--- src/rtl/sap1_pkg.sv ---
// Shared constants for the SAP-1 datapath: control word bit positions,
// the idle control word, the instruction opcodes and a bus helper.
package sap1_pkg;

    localparam int CON_CP   = 11;
    localparam int CON_EP   = 10;
    localparam int CON_LM_N = 9;
    localparam int CON_CE_N = 8;
    localparam int CON_LI_N = 7;
    localparam int CON_EI_N = 6;
    localparam int CON_LA_N = 5;
    localparam int CON_EA   = 4;
    localparam int CON_SU   = 3;
    localparam int CON_EU   = 2;
    localparam int CON_LB_N = 1;
    localparam int CON_LO_N = 0;

    // Control word that drives nothing and loads nothing
    localparam logic [11:0] CON_IDLE = 12'h3E3;

    typedef enum logic [3:0] {
        OP_LDA = 4'h0,
        OP_ADD = 4'h1,
        OP_SUB = 4'h2,
        OP_OUT = 4'hE,
        OP_HLT = 4'hF
    } opcode_e;

    // True when more than one of the bus enables is active at once
    function automatic logic multi_driver(input logic [4:0] en);
        return (en & (en - 5'd1)) != 5'd0;
    endfunction

endpackage

--- src/rtl/sap1_ram.sv ---
// Program/data memory for the SAP-1: combinational read at the MAR address,
// synchronous write from the programming port only. Never cleared by reset.
module sap1_ram
    import sap1_pkg::*;
#(
    parameter int ADDR_W = 4,
    parameter int DATA_W = 8
) (
    input  logic              clock,
    input  logic              we,
    input  logic [ADDR_W-1:0] waddr,
    input  logic [DATA_W-1:0] wdata,
    input  logic [ADDR_W-1:0] raddr,
    output logic [DATA_W-1:0] rdata
);

    logic [DATA_W-1:0] mem [2**ADDR_W];

    // Programming-port write; independent of reset so a write in a reset cycle lands
    always_ff @(posedge clock) begin
        if (we) begin
            mem[waddr] <= wdata;
        end
    end

    assign rdata = mem[raddr];

endmodule

--- src/rtl/sap1_datapath.sv ---
// SAP-1 datapath: executes the 12-bit control word on the shared W-bus.
// Holds PC, MAR, IR, A, B, output register, the ALU and the bus mux, plus
// a RAM programming port, a sticky halt and a sticky bus-contention flag.
module sap1_datapath
    import sap1_pkg::*;
#(
    parameter int ADDR_W = 4,
    parameter int DATA_W = 8
) (
    input  logic                     clock,
    input  logic                     reset,
    input  logic [11:0]              con,
    output logic [DATA_W-ADDR_W-1:0] opcode,
    input  logic                     prog_en,
    input  logic                     prog_we,
    input  logic [ADDR_W-1:0]        prog_addr,
    input  logic [DATA_W-1:0]        prog_data,
    output logic [DATA_W-1:0]        out_reg,
    output logic                     out_valid,
    output logic [ADDR_W-1:0]        pc,
    output logic [DATA_W-1:0]        bus,
    output logic                     carry,
    output logic                     halt,
    output logic                     bus_err
);

    localparam int OP_W = DATA_W - ADDR_W;

    logic cp, ep, lm_n, ce_n, li_n, ei_n, la_n, ea, su, eu, lb_n, lo_n;

    logic [ADDR_W-1:0] mar;
    logic [DATA_W-1:0] ir;
    logic [DATA_W-1:0] a_reg;
    logic [DATA_W-1:0] b_reg;
    logic [DATA_W-1:0] ram_rdata;
    logic [DATA_W-1:0] b_operand;
    logic [DATA_W:0]   alu_sum;
    logic [4:0]        drv_en;
    logic              load_en;

    assign cp   = con[CON_CP];
    assign ep   = con[CON_EP];
    assign lm_n = con[CON_LM_N];
    assign ce_n = con[CON_CE_N];
    assign li_n = con[CON_LI_N];
    assign ei_n = con[CON_EI_N];
    assign la_n = con[CON_LA_N];
    assign ea   = con[CON_EA];
    assign su   = con[CON_SU];
    assign eu   = con[CON_EU];
    assign lb_n = con[CON_LB_N];
    assign lo_n = con[CON_LO_N];

    assign opcode  = ir[DATA_W-1:ADDR_W];
    assign load_en = !prog_en && !halt;
    assign drv_en  = {ep, !ce_n, !ei_n, ea, eu};

    sap1_ram #(
        .ADDR_W(ADDR_W),
        .DATA_W(DATA_W)
    ) u_ram (
        .clock (clock),
        .we    (prog_en && prog_we),
        .waddr (prog_addr),
        .wdata (prog_data),
        .raddr (mar),
        .rdata (ram_rdata)
    );

    // ALU: add, or subtract as A + ~B + 1 so the top bit is the no-borrow flag
    always_comb begin
        b_operand = su ? ~b_reg : b_reg;
        alu_sum   = {1'b0, a_reg} + {1'b0, b_operand} + {{DATA_W{1'b0}}, su};
    end

    // W-bus: OR of every enabled driver, zero when nobody drives
    always_comb begin
        bus = '0;
        if (ep) begin
            bus = bus | {{OP_W{1'b0}}, pc};
        end
        if (!ce_n) begin
            bus = bus | ram_rdata;
        end
        if (!ei_n) begin
            bus = bus | {{OP_W{1'b0}}, ir[ADDR_W-1:0]};
        end
        if (ea) begin
            bus = bus | a_reg;
        end
        if (eu) begin
            bus = bus | alu_sum[DATA_W-1:0];
        end
    end

    // Register file: reset, sticky flags, then control-word loads from pre-edge bus values
    always_ff @(posedge clock) begin
        if (!reset) begin
            pc        <= '0;
            mar       <= '0;
            ir        <= '0;
            a_reg     <= '0;
            b_reg     <= '0;
            out_reg   <= '0;
            out_valid <= 1'b0;
            carry     <= 1'b0;
            halt      <= 1'b0;
            bus_err   <= 1'b0;
        end else begin
            out_valid <= 1'b0;
            if (multi_driver(drv_en)) begin
                bus_err <= 1'b1;
            end
            if (!prog_en && opcode == OP_W'(OP_HLT)) begin
                halt <= 1'b1;
            end
            if (load_en) begin
                if (cp) begin
                    pc <= pc + ADDR_W'(1);
                end
                if (!lm_n) begin
                    mar <= bus[ADDR_W-1:0];
                end
                if (!li_n) begin
                    ir <= bus;
                end
                if (!la_n) begin
                    a_reg <= bus;
                    if (eu) begin
                        carry <= alu_sum[DATA_W];
                    end
                end
                if (!lb_n) begin
                    b_reg <= bus;
                end
                if (!lo_n) begin
                    out_reg   <= bus;
                    out_valid <= 1'b1;
                end
            end
        end
    end

endmodule

--- config.mk ---
export PLATFORM = sky130hd
export DESIGN_NAME = sap1_datapath
export DESIGN_NICKNAME = d
export VERILOG_FILES = /design/src/rtl/sap1_pkg.sv /design/src/rtl/sap1_ram.sv /design/src/rtl/sap1_datapath.sv
export SDC_FILE = /design/constraint.sdc
export NUM_CORES = 1
export LEC_CHECK = 0
export BUFFER_PORTS_ARGS = -buffer_cell sky130_fd_sc_hd__buf_2
export CAP_MARGIN = 20
export CORE_MARGIN = 2
export CORE_UTILIZATION = 50
export CTS_BUF_LIST = sky130_fd_sc_hd__clkbuf_4 sky130_fd_sc_hd__clkbuf_8 sky130_fd_sc_hd__clkbuf_16
export CTS_CLUSTER_SIZE = 14
export DETAILED_ROUTE_END_ITERATION = 16
export PLACE_DENSITY_LB_ADDON = 0.1
export SYNTH_ARGS = -nofsm -noshare
export SYNTH_HDL_FRONTEND = slang
export SYNTH_SLANG_ARGS = --single-unit
export TNS_END_PERCENT = 5
--- constraint.sdc ---
create_clock -name clock -period 2.9 [get_ports clock]
set_clock_uncertainty 0.1 [all_clocks]
set_input_delay 0.435 -clock clock [delete_from_list [all_inputs] [get_ports clock]]
set_output_delay 0.435 -clock clock [all_outputs]
set_load 0.03 [all_outputs]
Word-level counts from Yosys, hierarchy flattened. Memories as Yosys holds them, arrays and structs flattened. A register that Yosys moved wholly into a read port is not among the register bits. Index checks and enable logic that the tools add are counted.

Bitwise gates (word level): 11. Reduce and logical (&&, ||, !) cells: 16. Add/sub/neg operators: 4. Eq/ne operators: 1. Muxes and demuxes: 11.

Operators by type and width (count): $mux 8 (5); $or 8x8->8 (3); $reduce_and 2->1 (7); $mux 4 (3); $add 8x8->9 (1); $add 9x1->9 (1); $not 8->8 (1); $or 8x4->8 (1); $and 5x5->5 (1); $not 1->1 (5); $reduce_bool 5->1 (1); $sub 5x1->5 const B (1); $add 4x1->4 const B (1); $eq 4x4->1 const B (1); $logic_not 1->1 (4); $logic_and 1x1->1 (3); $mux 1 (3); $reduce_and 3->1 (1).

Input bits: 28. RAM bits: 128. Output and inout port bits: 28. Register bits after elaboration: 44. Memories kept: 1. Word-level logic and storage cells: 54.

Memory list: u_ram.mem (words 16, width 8, rd ports 1, clocked after memory_dff 1, write ports 1, RTL line sap1_ram.sv:17) `logic [DATA_W-1:0] mem [2**ADDR_W];`.

Longest topological paths before layout. Gate-level depths: netlist (run 1).

Word-level depth: 11. Depth in mapped cells: 10. Depth with buffers taken out: 9.

Modules after synthesis. A second synthesis (run 1) with hierarchy kept.

Cells, all modules: 512. Area, all modules: 7417.1 sq um.

Modules (own cells, without submodules): sap1_ram (sequential area each 3843.7 sq um, area each 4987.3 sq um, times used 1, cells each 221); sap1_datapath (sequential area each 880.8 sq um, area each 2429.8 sq um, times used 1, cells each 291).

Worst setup path before layout (run 1). Ideal clock, no wire load.

Kind: input-to-output. From: input con[3]. To: output bus[7]. Buffers on the path: 1. Data required time: 2.365 ns. Cell stages on the path: 9. Arrival time: 2.570 ns. Setup slack: -0.205 ns. Cell sequence: clkbuf_1 > xor2_1 > ha_1 > a21oi_1 > o22ai_1 > mux2i_1 > o311ai_0 > a221oi_1 > inv_1.

Word-level cells in the longest chain between the ends: 5.

RTL lines: start, declared (RTL line sap1_datapath.sv:12) `input logic [11:0] con,`; $mux 8 (RTL line sap1_datapath.sv:72) `b_operand = su ? ~b_reg : b_reg;`; $add 8x8->9 (RTL line sap1_datapath.sv:73) `alu_sum = {1'b0, a_reg} + {1'b0, b_operand} + {{DATA_W{1'b0}}, su};`; $add 9x1->9 (*) (RTL line sap1_datapath.sv:73); $or 8x8->8 (*) (RTL line sap1_datapath.sv:92) `bus = bus | alu_sum[DATA_W-1:0];`; $mux 8 (*) (RTL line sap1_datapath.sv:91) `if (eu) begin`; end, declared (RTL line sap1_datapath.sv:21) `output logic [DATA_W-1:0] bus,`.

Mark *: on every way between the ends. The rest lies on a longest branch, timed or not.

Worst setup path in the final report (run 1).
From: register b_reg[2]. To: output bus[6].

Word-level cells in the longest chain between the ends: 6.

RTL lines: start, declared (RTL line sap1_datapath.sv:34) `logic [DATA_W-1:0] b_reg;`; start signal, assigned (RTL line sap1_datapath.sv:134) `b_reg <= bus;`; $not 8->8 (RTL line sap1_datapath.sv:72); $mux 8 (*) (RTL line sap1_datapath.sv:72); $add 8x8->9 (*) (RTL line sap1_datapath.sv:73); $add 9x1->9 (*) (RTL line sap1_datapath.sv:73); $or 8x8->8 (*) (RTL line sap1_datapath.sv:92); $mux 8 (*) (RTL line sap1_datapath.sv:91).

Marks and branches as above.

==> metrics.md, run 1 <==
| Metric | Value |
|---|---|
| Worst Setup SP | `b_reg[2]$_SDFFE_PN0P_` |
| Maximum VDD drop | `0.4369 mV` |
| Post-Syn Instances | `509` |
| Data arrival time of the critical path | `between 2 and 3 ns` |
| Final Core Density | `0.6104` |
| Failing checks | `setup timing` |
| Root cell of the clock tree | `clkbuf_16` |
| Crit Path Class | `flop to primary output` |
| Io pins | `56` |
| Rows | `44` |
| FF-to-FF End | `b_reg[5]$_SDFFE_PN0P_` |
| Final Cycle Share | `1.072` |
| Min cycle time layout | `3.110 ns` |
| Worst Setup Slack, final | `-0.2101 ns` |
| Flops & latches, synth | `176` |
| RSZ-0062 raised after global routing | `true` |
| Setup-failing EPs final | `8` |
| Mapped Avg Cell Area | `14.37 sq um` |
| Max clock buf depth | `2` |
| Max reg flops | `between 100 and 150` |
| Number of distinct library cells after synthesis | `52` |
| Clk Latency, worst-skew pair | `0.42 ns` |
| CP Launch Type | `flop` |
| Chip Height | `125.0 um` |
| Highest Clock Rate | `~320 MHz` |
| Post-Syn Area | `0.007316 sq mm` |
| Final hold vios | `0` |
| Clock slew at reported path FFs | `around 0.06 ns` |
| Worst min-delay path startpoint | `con[7]` |
| Setup crit end kind | `primary output` |
| Area Overhead vs Synth | `20.35%` |
| Largest net degree at the start of global routing | `45` |
| Max Cap Viol | `0` |
| Starting Density | `0.5072` |
| WP data required | `between 2 and 2.5 ns` |
| Largest Register | `u_ram.mem` |
| Layout cells sized above 1 | `0.3027` |
| Starting DRT DRC Count | `449` |
| Synth warn | `0` |
| Final GP Congestion | `0.9208` |
| Post-synth net total | `546` |
| Via count | `~4500` |
| Nets | `645` |
| Max Slew Vio Count | `0` |
| Total length of routed wires | `16350 um` |
| Core area | `0.01442 sq mm` |
| Crit path to | `bus[6]` |
| Async SR Flop Fraction | `0` |
| Area of the die | `0.01562 sq mm` |
| GR Util All Layers | `0.2187` |
| Tightest Pin Transition | `between 0.7 and 0.8 ns` |
| GRT Residual Overflow | `0` |
| Leakage | `3.203 nW` |
| Overall die width | `approximately 120 um` |
| First-pass GRT wire length | `25810 um` |
| DPL Wire Length | `11280 um` |
| Drt first pass iters | `5` |
| R2r startpoint | `b_reg[4]$_SDFFE_PN0P_` |
| Initial antenna violation count | `0` |
| Main synth FF type | `edfxtp_1` |
| Drt wl/cell | `20.32 um` |
| Status | `complete, but fails checks` |
| Post-Route Hold Slack | `~0.17 ns` |
| Register area share after synthesis | `0.6567` |
| Post-synth EDFFs | `between 100 and 150` |
| Final ANT Viol Nets | `0` |
| Crit-path max FO | `4` |
| Final-layout fill cell count | `1119` |
| Ant diodes | `0` |
| Cell count of the worst reg-to-reg path | `10` |
| Hold Path Class | `input port to flop` |
| DRC | `0` |
| R2r setup slk | `0.40 ns` |
| Avg Vias per Cell | `5.634` |
| H-tree lvl count | `4` |
| Tot Pwr | `5.933 mW` |
| CTS tree | `built` |
| Vias in the first global route | `4604` |
| Power Density | `673.9 mW/mm^2` |
| Num CTS Buffers | `17` |
| Port bufs | `55` |
| Rel. slew slack | `0.5181` |
| Clock sinks | `176` |
| Post-CTS Hold Buffers | `0` |
==> per-stage QoR <==
stage | setup TNS (ns) | cells | worst slack [ns] | cell area [sq um]
2_1_floorplan | 0 | 509 | 0.02997 | 7323
3_5_place_dp | -0.2603 | 765 | -0.1072 | 8031
5_1_grt | -1.899 | 805 | -0.3311 | 8805
6_report | -0.8589 | 805 | -0.2101 | 8805
3_3_place_gp | -0.1069 | 765 | -0.05602 | 8031
4_1_cts | -0.9801 | 805 | -0.2172 | 8783
==> layout make-up <==
cell class,instances,area (sq um),area share
inverter,16,60.06,0.006821
timing repair buffer,109,752.0,0.08541
multi-input combinational,288,2371,0.2693
clock inverter,15,153.9,0.01748
tap,184,230.2,0.02615
clock buffer,17,425.4,0.04832
sequential,176,4812,0.5465
==> cell families (layout without fill, tap and decap cells) <==
group	count (synthesis)	count (layout)	synth area share
multiplexers	55	55	0.1204
AND/OR/NAND/NOR	96	96	0.06465
XOR/XNOR	11	11	0.01317
AO/OA/AOI/OAI	117	117	0.09920
flip-flops	176	176	0.6567
buffers and inverters	45	157	0.02942
adder cells (fa/ha/maj)	9	9	0.01642
==> layout by cell type, fill, tap and decap left out, types with 3 or more instances in the layout <==
master       n
a21o_1       3
a21oi_1     36
a22o_1       3
a22oi_1      5
and2_1       5
buf_12       3
buf_2       49
buf_4       52
buf_6        5
clkbuf_16   17
clkinv_1     3
dfxtp_1     44
dfxtp_2      3
edfxtp_1   128
ha_1         8
inv_1       14
inv_6        5
mux2i_1     22
mux2i_2      6
mux4_1       5
mux4_2      19
nand2_1     11
nand2b_1     4
nand3_1     10
nand4_1      5
nor2_1      34
nor3_1      14
o21a_1       8
o21ai_0     38
o31a_1       5
xnor2_1      3
xor2_1       8
==> cells in the mapped netlist, types with 10 or more instances <==
library cell,count,share of area
edfxtp_1,128,0.53
dfxtp_1,48,0.13
o21ai_0,40,0.027
a21oi_1,37,0.025
nor2_1,34,0.017
mux2i_1,28,0.038
clkbuf_1,18,0.0092
mux4_2,17,0.052
inv_1,16,0.0082
nor3_1,15,0.010
nand2_1,12,0.0062
nand3_1,10,0.0068
==> critical path: stages (launching register included) <==
cell and delay [ns]:
dfxtp_2 0.32, xor2_1 0.16, ha_1 0.34, nor2b_4 0.15, o31a_1 0.25, o21a_1 0.19, or3_4 0.34, a31oi_4 0.22
inv_2 0.05, buf_6 0.13
==> worst min-delay path by stage <==
stage / endpoint / slack (ns) / cells after the start
final: ir[5]$_SDFFE_PN0P_ / 0.17 / 2
after global routing: ir[5]$_SDFFE_PN0P_ / 0.18 / 2
after CTS: ir[5]$_SDFFE_PN0P_ / 0.15 / 2
after detailed placement: bus_err$_SDFFE_PN0P_ / 0.35 / 1
after global placement: bus_err$_SDFFE_PN0P_ / 0.35 / 1
after floorplan: ir[2]$_SDFFE_PN0P_ / 0.38 / 2
==> per-layer routing <==
metal  vias up  wire length [um]  global-route usage  share of wire
met3        22               731             0.05178          0.045
met1      2249              7379              0.2962           0.45
li1       2155                 -                   -              -
met5         -                 0                   0              0
met4         0               391             0.07843          0.024
met2       109              7853              0.3501           0.48
==> where the power goes <==
| group | internal (mW) | total (mW) | switching (mW) |
|---|---|---|---|
| logic | 0.384 | 0.886 | 0.502 |
| clock network | 1.28 | 2.23 | 0.955 |
| registers | 2.77 | 2.81 | 0.0484 |
==> what timing repair did <==
| action | 4_1_cts | 5_1_grt |
|---|---|---|
| hold endpoints to repair | 0 | 0 |
| gates resized for setup | 36 | 8 |
| pin swaps | 10 | 6 |
| buffers inserted | 8 | 0 |
| endpoints found under the setup margin | 8 | 8 |
(Power assumes the default switching activity.)
==> run 2, diff against run 1 <==
- BUFFER_PORTS_ARGS: -buffer_cell sky130_fd_sc_hd__buf_2 -> unset
- CORE_UTILIZATION: 50 -> 40
- DONT_BUFFER_PORTS: unset -> 1
- GPL_TIMING_DRIVEN: unset -> 0
==> metrics.md, run 2 (same netlist as run 1, synthesis figures left out) <==
| Metric | Value |
|---|---|
| WL met2 | `8320 um` |
| Clock slew at reported path FFs | `0.06 ns` |
| Power Internal | `4.357 mW` |
| Rel. slew slack | `0.2598` |
| R2r setup slk | `0 ns` |
| Starting Density | `0.4073` |
| Data arrival time of the critical path | `2.64 ns` |
| FF-to-FF End | `b_reg[5]$_SDFFE_PN0P_` |
| DPL Wire Length | `~12000 um` |
| GR Util All Layers | `0.1844` |
| Post-Route Hold Slack | `~0.045 ns` |
| Final GP Congestion | `about 0.8` |
| DRC | `0` |
| Initial antenna violation count | `0` |
| Met1 WL | `8221 um` |
| Net Sw Frac | `0.2574` |
| Root cell of the clock tree | `clkbuf_16` |
| Failing checks | `setup timing` |
| Core area | `0.01796 sq mm` |
| Avg Vias per Cell | `5.566` |
| Total length of routed wires | `17430 um` |
| Clock power frac | `0.381` |
| CTS tree | `built` |
| Clock sinks | `176` |
| Area Overhead vs Synth | `17.03%` |
| First-pass GRT wire length | `26450 um` |
| Final hold vios | `0` |
| Most common cell after layout, fill and taps aside | `edfxtp_1` |
| Crit-path max FO | `5` |
| Crit Path Class | `flop to primary output` |
| WL met3 | `around 600 um` |
| Power Density | `685.2 mW/mm^2` |
| Drt wl/cell | `22.17 um` |
| Port bufs | `0` |
| Chip Height | `139.2 um` |
| Vias in the first global route | `around 4300` |
| Tightest Pin Transition | `1.106 ns` |
| H-tree lvl count | `4` |
| Fin Setup TNS | `-0.9204 ns` |
| CP Launch Type | `flop` |
| WP data required | `2.37 ns` |
| Leakage | `about 2.9 nW` |
| Setup-failing EPs final | `7` |
| Overall die width | `139.2 um` |
| Rows | `slightly below 50` |
| Drt first pass iters | `4` |
| Largest net degree at the start of global routing | `17` |
| Switching pwr | `1.510 mW` |
| RSZ-0062 raised after global routing | `true` |
| Final Core Density | `0.4766` |
| Nets | `584` |
| GRT Residual Overflow | `0` |
| Maximum VDD drop | `0.4299 mV` |
| Ant diodes | `0` |
| Highest Clock Rate | `315.1 MHz` |
| Most frequent cells in the layout | `edfxtp_1 (128), dfxtp_1 (45), o21ai_0 (39), a21oi_1 (36), nor2_1 (33)` |
| Max Slew Vio Count | `0` |
| Final ANT Viol Nets | `0` |
| Largest Register | `u_ram.mem` |
| R2r startpoint | `b_reg[2]$_SDFFE_PN0P_` |
| Starting DRT DRC Count | `~400` |
| Uppermost routed layer | `met4` |
| Worst Setup Slack, final | `-0.2734 ns` |
| Part of the power in registers | `0.483` |
| Crit path to | `bus[6]` |
| Max clock buf depth | `2` |
| Worst Setup SP | `b_reg[2]$_SDFFE_PN0P_` |
| Logic gate share of total power | `0.136` |
| Num CTS Buffers | `17` |
| Clk Latency, worst-skew pair | `0.42 ns` |
| Min cycle time layout | `3.173 ns` |
| Cell count of the worst reg-to-reg path | `8` |
| Hold Path Class | `input port to flop` |
| Max Cap Viol | `0` |
| Setup crit end kind | `primary output` |
| Final Cycle Share | `1.094` |
| Via count | `4375` |
| Area of the die | `0.01939 sq mm` |
| Status | `complete, but fails checks` |
| Max reg flops | `128` |
| Io pins | `56` |
| Layout cells sized above 1 | `0.2011` |
[run 2: cell count changes in the layout (fill, tap and decap cells not counted), moves of 5 or more]
cell,before,now
clkbuf_1,0,15
nor3_1,14,9
dlygate4sd3_1,0,8
buf_4,52,16
inv_1,14,9
buf_2,49,1
[run 2: what timing repair did]
item,4_1_cts,5_1_grt
setup buffers,9,0
resized for setup,51,8
endpoints found under the hold margin,128,0
hold buffers,8,0
pin swaps,11,5
endpoints found under the setup margin,31,12
[run 2: through the flow]
step	instances	power (mW)	cell area, sq um	worst slack (ns)
finish	786	5.867	8562	-0.2734
floorplan	509	3.349	7323	0.02997
global placement	738	3.504	7610	-0.7411
CTS	786	5.895	8532	-0.2583
global route	786	6.074	8562	-0.4177
detailed placement	740	3.514	7644	-0.7743
[run 2: power groups by stage]
| stage | Clock, mW | Sequential, mW | Combinational [mW] |
|---|---|---|---|
| 2_1_floorplan | 0 | 2.87 | 0.476 |
| 3_3_place_gp | 0 | 2.89 | 0.617 |
| 4_1_cts | 2.27 | 2.84 | 0.785 |
| 6_report | 2.23 | 2.84 | 0.797 |
| 3_5_place_dp | 0 | 2.89 | 0.626 |
| 5_1_grt | 2.38 | 2.84 | 0.857 |
[run 2: how the worst min path moves through the flow]
stage / startpoint / end / depth (start not counted)
6_report: con[7] / ir[5]$_SDFFE_PN0P_ / 1
5_1_grt: con[7] / ir[5]$_SDFFE_PN0P_ / 1
4_1_cts: con[5] / a_reg[5]$_SDFFE_PN0P_ / 1
3_5_place_dp: ir[2]$_SDFFE_PN0P_ / ir[2]$_SDFFE_PN0P_ / 2
3_3_place_gp: ir[2]$_SDFFE_PN0P_ / ir[2]$_SDFFE_PN0P_ / 2
2_1_floorplan: ir[2]$_SDFFE_PN0P_ / ir[2]$_SDFFE_PN0P_ / 2
[run 2: worst max-delay path, cell delays in order, from the launching register on]
cell and delay, ns:
dfxtp_1 0.32, xor2_1 0.16, ha_1 0.38, nor2b_2 0.18
o31a_1 0.27, o21a_1 0.20, or3_4 0.34, a31oi_4 0.27
inv_4 0.09
[run 2: per-layer routing]
metal,track usage,up-vias
met5,0,-
met4,0.05529,0
met3,0.03820,17
met2,0.2913,94
met1,0.2595,2238
li1,-,2026
[run 2: layout make-up]
cell class,instances,area [sq um]
multi-input combinational,288,2475
timing repair buffer,19,166.4
clock inverter,11,132.6
fill,1581,9402
inverter,16,66.31
buffer,29,193.9
clock buffer,18,432.9
tap,229,286.5
sequential,176,4808
